==> config.mk <==
export PLATFORM = sky130hd
export DESIGN_NAME = encrypt_stream_unit
export DESIGN_NICKNAME = d
export VERILOG_FILES = /design/src/rtl/encrypt_config.sv /design/src/rtl/encrypt_stream_unit.sv
export SDC_FILE = /design/constraint.sdc
export NUM_CORES = 1
export LEC_CHECK = 0
export BUFFER_PORTS_ARGS = -buffer_cell sky130_fd_sc_hd__clkbuf_2
export CAP_MARGIN = 10
export CORE_ASPECT_RATIO = 0.7
export CORE_MARGIN = 2
export CORE_UTILIZATION = 54
export CTS_BUF_LIST = sky130_fd_sc_hd__clkbuf_16
export DETAILED_ROUTE_END_ITERATION = 6
export PLACE_DENSITY = 0.79
export SETUP_SLACK_MARGIN = 0.1
export SYNTH_ARGS = -nofsm -noshare
export SYNTH_HDL_FRONTEND = slang
export SYNTH_SLANG_ARGS = --single-unit
==> constraint.sdc <==
create_clock -name clk -period 1.8 [get_ports clk]
set_input_delay 0.18 -clock clk [delete_from_list [all_inputs] [get_ports clk]]
set_output_delay 0.18 -clock clk [all_outputs]
set_load 0.03 [all_outputs]
==> src/rtl/encrypt_config.sv <==
// Default key bytes and bit permutation shared by the encrypt and decrypt paths.
package encrypt_config;

  localparam logic [7:0] XOR_KEY1 = 8'hC3;
  localparam logic [7:0] XOR_KEY2 = 8'h96;
  localparam logic [7:0] XOR_KEY3 = 8'hE7;

  localparam logic [2:0] PERM_0 = 3'd3;
  localparam logic [2:0] PERM_1 = 3'd6;
  localparam logic [2:0] PERM_2 = 3'd1;
  localparam logic [2:0] PERM_3 = 3'd5;
  localparam logic [2:0] PERM_4 = 3'd7;
  localparam logic [2:0] PERM_5 = 3'd0;
  localparam logic [2:0] PERM_6 = 3'd4;
  localparam logic [2:0] PERM_7 = 3'd2;

endpackage

==> src/rtl/encrypt_stream_unit.sv <==
// Two-stage streaming byte encryptor: permute, then XOR with a rotating key byte.
// Valid/ready on both sides, runtime key load, programmable rotation rate, delivery counter.
module encrypt_stream_unit
  import encrypt_config::*;
(
  input  logic        clk,
  input  logic        rst,
  input  logic [7:0]  din,
  input  logic        din_valid,
  output logic        din_ready,
  input  logic [7:0]  k1,
  input  logic [7:0]  k2,
  input  logic [7:0]  k3,
  input  logic        key_load,
  input  logic [2:0]  rot_freq,
  output logic [7:0]  dout,
  output logic        v,
  input  logic        dout_ready,
  output logic [15:0] bytes_out
);

  // Input bit i lands at output position PERM_i, the inverse of the decryptor's gather.
  function automatic logic [7:0] permute(input logic [7:0] b);
    logic [7:0] p;
    p = '0;
    p[PERM_0] = b[0];
    p[PERM_1] = b[1];
    p[PERM_2] = b[2];
    p[PERM_3] = b[3];
    p[PERM_4] = b[4];
    p[PERM_5] = b[5];
    p[PERM_6] = b[6];
    p[PERM_7] = b[7];
    return p;
  endfunction

  logic [23:0] curr_key;
  logic [2:0]  rcnt;
  logic [7:0]  data_p1;
  logic [7:0]  key_p1;
  logic        vld_p1;
  logic        accept;
  logic        s2_adv;

  assign s2_adv    = vld_p1 && (!v || dout_ready);
  assign din_ready = !rst && !key_load && (!vld_p1 || s2_adv);
  assign accept    = din_valid && din_ready;

  always_ff @(posedge clk or posedge rst) begin
    if (rst) begin
      curr_key  <= {XOR_KEY2, XOR_KEY3, XOR_KEY1};
      rcnt      <= 3'd0;
      vld_p1    <= 1'b0;
      v         <= 1'b0;
      dout      <= 8'h00;
      bytes_out <= 16'd0;
    end else begin
      // key_load and accept are mutually exclusive because din_ready drops during a load
      if (key_load) begin
        curr_key <= {k2, k3, k1};
        rcnt     <= 3'd0;
      end else if (accept) begin
        if (rcnt == rot_freq) begin
          curr_key <= {curr_key[15:0], curr_key[23:16]};
          rcnt     <= 3'd0;
        end else begin
          rcnt <= rcnt + 3'd1;
        end
      end

      // stage 1 -> stage 2 boundary
      if (accept)      vld_p1 <= 1'b1;
      else if (s2_adv) vld_p1 <= 1'b0;

      if (s2_adv) begin
        dout <= permute(data_p1) ^ key_p1;
        v    <= 1'b1;
      end else if (dout_ready) begin
        v <= 1'b0;
      end

      if (key_load)              bytes_out <= 16'd0;
      else if (v && dout_ready)  bytes_out <= bytes_out + 16'd1;
    end
  end

  // stage 0 -> stage 1 boundary
  always_ff @(posedge clk) begin
    if (accept) begin
      data_p1 <= din;
      key_p1  <= curr_key[15:8];
    end
  end

endmodule

---- Word level (Yosys, flattened, before mapping) ----
Index checks and enable logic that the tools add are counted.
operators by class
  bitwise gates (word level) .............. 1
  shift-type cells ........................ 0
  $add $sub $neg .......................... 2
  mux-type cells .......................... 12
  equality and inequality tests ........... 1
  divide/modulo/power cells ............... 0
  multiply operators ...................... 0
  reductions and logical operators ........ 17
  $lt $le $gt $ge ......................... 0
operators by type and width
  cell                                                             count
  24-bit two-way mux                                               3
  16-bit two-way mux                                               2
  16-bit by 1-bit adder with 16-bit output, second input constant  1
  2-bit nonzero test                                               5
  3-bit two-way mux                                                3
  8-bit XOR                                                        1
  1-bit logical AND                                                5
  1-bit zero test                                                  4
  1-bit two-way mux                                                4
  3-bit by 1-bit adder with 3-bit output, second input constant    1
  3-bit equality test                                              1
  1-bit logical OR                                                 2
  2-bit AND reduction                                              1
storage, ports and cells
  word-level logic and storage cells ...... 41
  memories ................................ 0
  memory bits (read-only) ................. 0
  latch bits .............................. 0
  bits of input ports ..................... 40
  bits in writable memories ............... 0
  register bits after elaboration ......... 69

---- Depth between registers and ports, before layout ----
Gate-level depths: netlist of the first run.
  depth in word-level cells ............... 8
  gate-level depth with buffers ........... 6
  mapped depth without buffers ............ 5

---- Worst setup path after synthesis of the first run ----
No wires, ideal clock.
  kind .................................... reg-to-reg
  from .................................... register v
  to ...................................... register rcnt[2]
  cell stages (with the launch flop) ...... 7
  setup time .............................. 0.082 ns
  arrival ................................. 1.770 ns
  setup slack ............................. -0.052 ns
  clock period less this slack ............ 1.852 ns
  cells stage by stage .................... dfrtp_1 > and3b_1 > or3_4 > inv_2 > buf_4 > nand4b_1 > a31oi_1
on the way
  longest elaborated chain between the ends .. 7
RTL lines
  item                                 line                       source
  start: declaration                   encrypt_stream_unit.sv:17  output logic v,
  start signal: assignment             encrypt_stream_unit.sv:54  v <= 1'b0;
  start signal: assignment             encrypt_stream_unit.sv:77  v <= 1'b1;
  start signal: assignment             encrypt_stream_unit.sv:79  v <= 1'b0;
  1-bit zero test                      encrypt_stream_unit.sv:45  assign s2_adv = vld_p1 && (!v || dout_ready);
  1-bit logical OR                     encrypt_stream_unit.sv:45
  1-bit logical AND                    encrypt_stream_unit.sv:45
  1-bit logical OR                     encrypt_stream_unit.sv:46  assign din_ready = !rst && !key_load && (!vld_p1 || s2_adv);
  1-bit logical AND                    encrypt_stream_unit.sv:46
  1-bit logical AND                    encrypt_stream_unit.sv:47  assign accept = din_valid && din_ready;
  named net accept                     encrypt_stream_unit.sv:42  logic accept;
  2-bit nonzero test (no source line)  --
  end signal: assignment               encrypt_stream_unit.sv:67  rcnt <= rcnt + 3'd1;
  end: declaration                     encrypt_stream_unit.sv:38  logic [2:0] rcnt;
The timed path passes the listed nets, and every way through them passes these cells.
A chain may end at the register's enable or synchronous reset.

---- Worst setup path after layout of the first run ----
  from .................................... register v
  to ...................................... register curr_key[23]
on the way
  longest elaborated chain between the ends .. 8
RTL lines
  item                                  line                       source
  1-bit zero test                       encrypt_stream_unit.sv:45
  1-bit logical OR                      encrypt_stream_unit.sv:45
  1-bit logical AND                     encrypt_stream_unit.sv:45
  1-bit logical OR                      encrypt_stream_unit.sv:46
  1-bit logical AND                     encrypt_stream_unit.sv:46
  1-bit logical AND                     encrypt_stream_unit.sv:47
  2-bit nonzero test (no source line)   --
  2-bit AND reduction (no source line)  --
  end signal: assignment                encrypt_stream_unit.sv:51  curr_key <= {XOR_KEY2, XOR_KEY3, XOR_KEY1};
  end signal: assignment                encrypt_stream_unit.sv:60  curr_key <= {k2, k3, k1};
  end signal: assignment                encrypt_stream_unit.sv:64  curr_key <= {curr_key[15:0], curr_key[23:16]};
  end: declaration                      encrypt_stream_unit.sv:37  logic [23:0] curr_key;
Every way passes these cells.

==> key figures, run 1 <==
Timing
  – Setup ws final: 0.0552 ns
  – Clk_skew: 0.00488 ns
  – Final setup vio count: 0
  – Slew @ Worst Pin: 0.625 ns
  – Headroom to the max-slew limit: 58.4%
  – Final Cycle Share: 96.9%
  – Max Clock Freq: 573 MHz
  – RSZ-0062 raised after global routing: true
  – Final hold violations: 0
  – Min Clock Period, post-route: 1.74 ns
  – Setup TNS Final: 0 ns
  – Slew Viols, Final: 0

Synth
  – Count of different cell masters after synthesis: 32
  – Mux cell area share after synthesis: 0.361%
  – Post-Syn Nets: 340
  – Post-synthesis sequential area ratio: 58.4%
  – Post-synth top flop: dfrtp_1
  – Cell area after synthesis: 0.00312 sq mm
  – Synth Area in Simple Gates: 15.7%
  – Mean area per synthesized cell: 10.5 sq um
  – Synth Area in Adders: 0.801%
  – Warnings from Yosys: 0
  – Synth Area in XOR/XNOR: 6.45%
  – Post-synthesis compound-gate area fraction: 15.2%
  – Yosys reg bits: 69
  – Number of synthesized flops with an enable pin: 16
  – Ys async rst share: 76.8%
  – Mapped Cells: 298
  – Largest family of logic cells by synthesized area: simple AND/OR/NAND/NOR gates

Power
  – Maximum vdd drop: 0.439 mV
  – Pleak: 1.72 nW
  – Power per Cell Area: 983 mW/mm^2

Critical path
  – WP data required: 2.05 ns
  – Worst setup path endpoint: curr_key[23]
  – Bufs and invs on worst path: 1
  – Critical path capture point type: register
  – CP Cell Sequence: and3b_2 > or3_4 > buf_6 > o21ai_0 > a21oi_1
  – Crit-path max FO: 21
  – Worst setup startpoint: v
  – CP delay by family, top: simple AND/OR/NAND/NOR gates
  – Slowest cell on crit path: or3_4
  – Crit. path cell count: 5
  – CP peak stage delay: 0.47 ns
  – FF-to-FF path depth: 5
  – RR Startpoint: v
  – Critical path class: reg2reg
  – FF-to-FF End: curr_key[23]
  – Startpoint Class: register
  – CP Data Arrival Time: 2.00 ns
  – R2R setup slack: 0.06 ns

Global route
  – Initial antenna violation count: 0
  – Pin count of the biggest net entering global routing: 71
  – GRT Overall Usage: 23.4%
  – Vias in the first global route: 2,245
  – Global-route wire length before repair: 11,000 um
  – GR Overflow Total: 0

Route
  – DR pass1 iterations: 5
  – Post-Route WL: 7630 um
  – DR vias/cell: 5.71
  – Met2 Routed Length: 3540 um
  – Initial DRC count: 334
  – Via count: 2,620
  – Top sig layer: met4
  – Met3 wire len: 648 um
  – Met1 Wirelength: 3360 um
  – Final ANT Viol Nets: 0
  – Routed wire per std cell: 16.6 um
  – DRC: 0

Placed design
  – Routability cong.: 0.877
  – Half-perimeter wire length after placement: 4630 um
  – Pre-CTS setup slack: 0.113 ns
  – PortBufs: 65

CTS
  – Worst-path clk slew: 0.06 ns
  – H-tree Lvls: 3
  – Sink Count: 69
  – CTS buffer count: 9
  – Longest Clk Path Bufs: 2
  – Clk_lat worst skew: 0.33 ns
  – Root Driver: clkbuf_16
  – CTS tree: built

Layout
  – Antenna cells: 0
  – Fillers: 378
  – Layout cells sized above 1: 33.1%
  – Area of the multi-input gates: 0.00122 sq mm
  – Synthesis-to-finish area growth: 31.5%
  – Final-stage net count: 421
  – Reg area: 0.00183 sq mm

Die
  – Die height: 67.6 um
  – Io pins: 66
  – Rows: 23
  – Core area: 0.00564 sq mm
  – Die W: 94.9 um
  – Starting Density: 55.4%
  – Full die area: 0.00642 sq mm

Min path
  – Min-Delay Path Class: in2reg

Flow run
  – Max-cap violations: 0

Outcome
  – Outcome: complete, no violations
-- report_power, final --
part | internal [mW] | total, mW | switching [mW]
clock network | 1.06 | 1.73 | 0.665
logic | 0.195 | 0.503 | 0.308
registers | 1.74 | 1.81 | 0.0693
total | 2.99 | 4.04 | 1.04
-- worst reg2reg max path: stages, from the launching register on --
cell     delay, ns
dfrtp_2       0.39
and3b_2       0.23
or3_4         0.47
buf_6         0.19
o21ai_0       0.25
a21oi_1       0.12
-- how the worst min path moves through the flow --
stage	cells after the start	endpoint	from	slack [ns]
after floorplan	0	data_p1[0]	din[0]	0.28
after global placement	2	bytes_out[11]	rst	0.22
after detailed placement	2	bytes_out[11]	rst	0.22
after CTS	1	data_p1[5]	din[5]	0.01
after global routing	1	data_p1[2]	din[2]	0.02
final	1	data_p1[5]	din[5]	0.02
-- routing by layer --
layer	up-vias	GRT usage, %
met4	0	7.07
met1	1244	35.3
met3	14	6.81
met2	133	32.6
met5	-	0
li1	1229	-
-- per-stage QoR --
step / std cells / cell area [sq um] / util, % / hold slack [ns] / power, mW
detailed placement: 430 / 3590 / 63.7 / 0.217 / 2.28
floorplan: 298 / 3130 / - / 0.279 / 2.11
finish: 459 / 4110 / 72.8 / 0.0183 / 4.04
CTS: 447 / 3890 / 69.0 / 0.0118 / 4.00
global placement: 430 / 3590 / 63.7 / 0.216 / 2.27
global route: 459 / 4110 / 72.8 / 0.0186 / 4.18
-- logic make-up (layout without fill, tap and decap cells) --
logic type / after synthesis / after routing
compound gates: 88 / 88
xor+xnor: 23 / 23
fa+ha+maj: 2 / 2
buf+inv: 24 / 110
flops: 69 / 69
mux: 1 / 1
simple gates: 91 / 91
-- state kept, by name (all words and copies together), names as in the netlist --
register,count
curr_key,24
dout,8
key_p1,8
v,1
vld_p1,1
rcnt,3
data_p1,8
bytes_out,16
-- layout make-up --
| type | instances | area share, % |
|---|---|---|
| clock buffer | 9 | 5.48 |
| tap | 75 | 2.29 |
| inverter | 5 | 0.762 |
| sequential | 69 | 44.5 |
| clock inverter | 7 | 1.61 |
| timing repair buffer | 89 | 15.6 |
| multi-input combinational | 205 | 29.8 |
-- synth_stat cells, types with 2 or more instances --
master	instances	share of area [%]
a31oi_1	25	5.0
o21ai_0	32	5.1
xnor2_1	19	5.3
inv_1	4	0.48
nor2b_1	25	5.0
edfxtp_1	16	15
dfrtp_1	39	31
clkbuf_1	16	1.9
nand4_1	5	1.0
nand2_1	17	2.0
ha_1	2	0.80
or3_1	2	0.40
nor4_1	4	0.80
nand3_1	7	1.1
xor2_1	4	1.1
nand2b_1	5	1.0
a21oi_1	29	4.6
dfstp_2	14	12
nor3_1	6	0.96
nor2_1	14	1.7
buf_2	2	0.32
-- cells in the final DEF, fill, tap and decap left out, drive strengths merged --
master / Yosys / final
bufinv: 0 / 1
nand3: 7 / 7
dfrtp: 39 / 39
dlygate4sd3: 0 / 1
clkbuf: 16 / 78
a31oi: 25 / 25
nor3: 6 / 6
nor2b: 25 / 25
and4: 1 / 1
ha: 2 / 2
nand2: 17 / 17
or3: 3 / 3
nand2b: 5 / 5
dfstp: 14 / 14
edfxtp: 16 / 16
mux2: 1 / 1
nor4: 4 / 4
xor2: 4 / 4
nand4b: 1 / 1
inv: 5 / 4
nand4: 5 / 5
and3b: 1 / 1
a21oi: 29 / 29
o21ai: 33 / 33
clkinv: 0 / 5
clkinvlp: 0 / 2
xnor2: 19 / 19
buf: 3 / 19
nand3b: 1 / 1
a31o: 1 / 1
nor2: 14 / 14
and3: 1 / 1
-- repair_timing --
action / CTS / global route
cloned: 0 / 6
setup buffers: 0 / 6
setup endpoints to repair: 1 / 28
gates resized for setup: 0 / 13
hold endpoints to repair: 14 / 0
hold buffers: 1 / 0
pin swaps: 1 / 21
(Power assumes the default switching activity.)
==> run 2: changes to the inputs <==
--- a/config.mk
+++ b/config.mk
@@ -9,10 +9,10 @@
 export CAP_MARGIN = 10
 export CORE_ASPECT_RATIO = 0.7
 export CORE_MARGIN = 2
-export CORE_UTILIZATION = 54
+export CORE_UTILIZATION = 58
 export CTS_BUF_LIST = sky130_fd_sc_hd__clkbuf_16
 export DETAILED_ROUTE_END_ITERATION = 6
-export PLACE_DENSITY = 0.79
+export PLACE_DENSITY = 0.84
 export SETUP_SLACK_MARGIN = 0.1
 export SYNTH_ARGS = -nofsm -noshare
 export SYNTH_HDL_FRONTEND = slang
==> constraint.sdc (replaced) <==
create_clock -name clk -period 2.1 [get_ports clk]
set_input_delay 0.21 -clock clk [delete_from_list [all_inputs] [get_ports clk]]
set_output_delay 0.21 -clock clk [all_outputs]
set_load 0.03 [all_outputs]
==> run 2 against run 1 <==
Effect of this change: worst hold slack gained 0.042 ns; via count shrank 2.6%; power shrank 15%; final area fell by 4.8%; count of clock-buffer cells in the layout stayed put; critical endpoint is now rcnt[2]; highest routed layer unchanged; clock skew is 0.00066 ns higher; combinational power is 22% lower.
==> key figures, run 2 (same netlist as run 1, synthesis figures left out) <==
Outcome
  – Outcome: complete, no violations (unchanged)

Layout
  – Largest Register: curr_key (unchanged)
  – Layout Utilization: 74.8% (was 72.8%)
  – Max reg flops: 24 (unchanged)
  – Commonest non-fill, non-tap cells in the layout: 65 x clkbuf_2, 39 x dfrtp_1, 32 x o21ai_0 (was 65 x clkbuf_2, 38 x dfrtp_1, 28 x a21oi_1, 28 x o21ai_0, 25 x nor2b_1)
  – Final-stage net count: 411 (was 421)
  – Antenna cells: 0 (unchanged)
  – Synthesis-to-finish area growth: 25.2% (was 31.5%)
  – Area of the multi-input gates: 0.00121 sq mm (was 0.00122 sq mm)
  – Fillers: 374 (was 378)
  – Reg area: 0.00182 sq mm (was 0.00183 sq mm)
  – Most common cell after layout, fill and taps aside: clkbuf_2 (unchanged)
  – Regs by FF count: curr_key: 24 flops, bytes_out: 16 flops (unchanged)
  – Layout cells sized above 1: 29.9% (was 33.1%)
  – Non-filler cells in the finished layout: 446 (was 459)

Route
  – DR vias/cell: 5.72 (was 5.71)
  – Routed wire per std cell: 16.3 um (was 16.6 um)
  – Post-Route WL: 7260 um (was 7630 um)
  – Via count: 2,552 (was 2,620)
  – DR pass1 iterations: 6 (was 5)
  – Initial DRC count: 239 (was 334)
  – DRC: 0 (unchanged)
  – Final ANT Viol Nets: 0 (unchanged)

Global route
  – Vias in the first global route: 2,321 (was 2,245)
  – Pin count of the biggest net entering global routing: 71 (unchanged)
  – GR Overflow Total: 0 (unchanged)
  – GRT Overall Usage: 24.9% (was 23.4%)
  – Global-route wire length before repair: 11,300 um (was 11,000 um)
  – Initial antenna violation count: 0 (unchanged)

CTS
  – Longest Clk Path Bufs: 2 (unchanged)
  – Worst-path clk slew: 0.06 ns (about the same)
  – CTS buffer count: 9 (unchanged)
  – H-tree Lvls: 3 (unchanged)
  – Clk_lat worst skew: 0.33 ns (about the same)
  – Sink Count: 69 (unchanged)
  – CTS tree: built (unchanged)
  – Root Driver: clkbuf_16 (unchanged)

Timing
  – Final setup vio count: 0 (unchanged)
  – Min Clock Period, post-route: 1.88 ns
  – Setup TNS Final: 0 ns (unchanged)
  – Slew Viols, Final: 0 (unchanged)
  – Final hold violations: 0 (unchanged)
  – Headroom to the max-slew limit: 57.3% (was 58.4%)
  – Hold WS: 0.0605 ns (was 0.0183 ns)
  – Setup ws final: 0.220 ns (was 0.0552 ns)
  – Clk_skew: 0.00554 ns (was 0.00488 ns)
  – Max Clock Freq: 532 MHz
  – RSZ-0062 raised after global routing: false (was true)
  – Slew @ Worst Pin: 0.636 ns (was 0.625 ns)
  – Final Cycle Share: 89.5%

Placed design
  – Routability cong.: 0.827 (was 0.877)
  – Half-perimeter wire length after placement: 4510 um (was 4630 um)
  – Pre-CTS setup slack: 0.110 ns (was 0.113 ns)
  – PortBufs: 65 (unchanged)
  – Post-Place Cells: 424 (was 430)

Power
  – Power per Cell Area: 878 mW/mm^2 (was 983 mW/mm^2)
  – Pint: 2.55 mW (was 2.99 mW)
  – Switching part of the total: 25.6% (was 25.8%)
  – Sequential power share: 45.1% (was 44.8%)
  – Clk pwr share: 43.5% (was 42.7%)
  – Pleak: 1.64 nW (was 1.72 nW)
  – Maximum vdd drop: 0.584 mV (was 0.439 mV)
  – Switch Pwr: 0.880 mW (was 1.04 mW)
  – Combinational power share: 11.4% (was 12.5%)

Critical path
  – Crit. path cell count: 8 (was 5)
  – Critical path class: in2reg (was reg2reg)
  – CP peak stage delay: 0.53 ns (was 0.47 ns)
  – Bufs and invs on worst path: 4 (was 1)
  – CP delay by family, top: buffers and inverters (was simple AND/OR/NAND/NOR gates)
  – CP Cell Sequence: dlygate4sd3_1 > clkbuf_2 > nand2b_1 > or3_4 > inv_2 > buf_12 > nand4b_1 > a31oi_1 (was and3b_2 > or3_4 > buf_6 > o21ai_0 > a21oi_1)
  – WP data required: 2.33 ns (was 2.05 ns)
  – Startpoint Class: input port (was register)
  – Crit-path max FO: 21 (unchanged)
  – Slowest cell on crit path: dlygate4sd3_1 (was or3_4)
  – CP Data Arrival Time: 2.11 ns (was 2.00 ns)
  – FF-to-FF path depth: 6 (was 5)
  – Critical path capture point type: register (unchanged)

Min path
  – Min-Delay Path Class: in2reg (unchanged)
  – Hold path depth: 1 (unchanged)

Die
  – Io pins: 66 (unchanged)
  – Die W: 91.7 um (was 94.9 um)
  – Die height: 65.4 um (was 67.6 um)
  – Rows: 22 (was 23)
  – Full die area: 0.00600 sq mm (was 0.00642 sq mm)
  – Starting Density: 59.7% (was 55.4%)
  – Core area: 0.00523 sq mm (was 0.00564 sq mm)

Flow run
  – Max-cap violations: 0 (unchanged)
## run 2: cell count changes in the layout (fill, tap and decap cells not counted), moves of 2 or more
| cell | delta |
|---|---|
| clkbuf_16 | -3 |
| o21ai_0 | +4 |
| inv_6 | +2 |
| a31oi_1 | +2 |
| buf_6 | -3 |
| a31oi_2 | -2 |
| buf_12 | -2 |
| o21ai_1 | -4 |
| buf_4 | -3 |
## run 2: worst paths after layout
kind | start | slack [ns] | end
min in group asynchronous | rst | 0.51 | bytes_out[0]
max in group asynchronous | rst | 0.97 | curr_key[7]
hold reg to reg | dout[0] | 0.48 | dout[0]
setup reg to reg | v | 0.27 | rcnt[2]
setup / recovery | rst | 0.22 | rcnt[2]
hold / removal | din[5] | 0.06 | data_p1[5]
## run 2: power by group through the flow
stage	combinational, mW	sequential, mW	clock [mW]
after detailed placement	0.374	1.57	0
after floorplan	0.176	1.63	0
after global placement	0.364	1.56	0
after CTS	0.382	1.55	1.51
after global routing	0.429	1.56	1.58
final	0.391	1.55	1.49
## run 2: cell type report
class | count | area share [%]
inverter | 5 | 0.480
multi-input combinational | 206 | 30.9
tap | 72 | 2.30
clock inverter | 7 | 1.89
sequential | 69 | 46.7
clock buffer | 9 | 5.76
timing repair buffer | 78 | 12.0
## run 2: per-layer routing
metal | up-vias | GRT usage [%] | share of wire, %
met3 | 14 | 8.60 | 8.5
met2 | 114 | 37.2 | 46
met4 | 0 | 7.46 | 1.4
met5 | - | 0 | 0
li1 | 1206 | - | -
met1 | 1218 | 34.7 | 44
## run 2: repair_timing
| action | 4_1_cts | 5_1_grt |
|---|---|---|
| setup endpoints to repair | 0 | 7 |
| setup buffers | 0 | 3 |
| hold buffers | 1 | 0 |
| gates resized for setup | 0 | 0 |
| endpoints found under the hold margin | 21 | 0 |
## run 2: through the flow
| step | instance area [sq um] | power (mW) |
|---|---|---|
| 4_1_cts | 3850 | 3.44 |
| 6_report | 3910 | 3.43 |
| 3_3_place_gp | 3550 | 1.93 |
| 2_1_floorplan | 3120 | 1.80 |
| 5_1_grt | 3910 | 3.57 |
| 3_5_place_dp | 3550 | 1.94 |
## run 2: worst register-to-register path, cell delays in order (launching register included)
cell and delay, ns:
dfrtp_1 0.45, and3b_1 0.25, or3_4 0.40, inv_2 0.12, buf_12 0.16, nand4b_1 0.13
a31oi_1 0.23
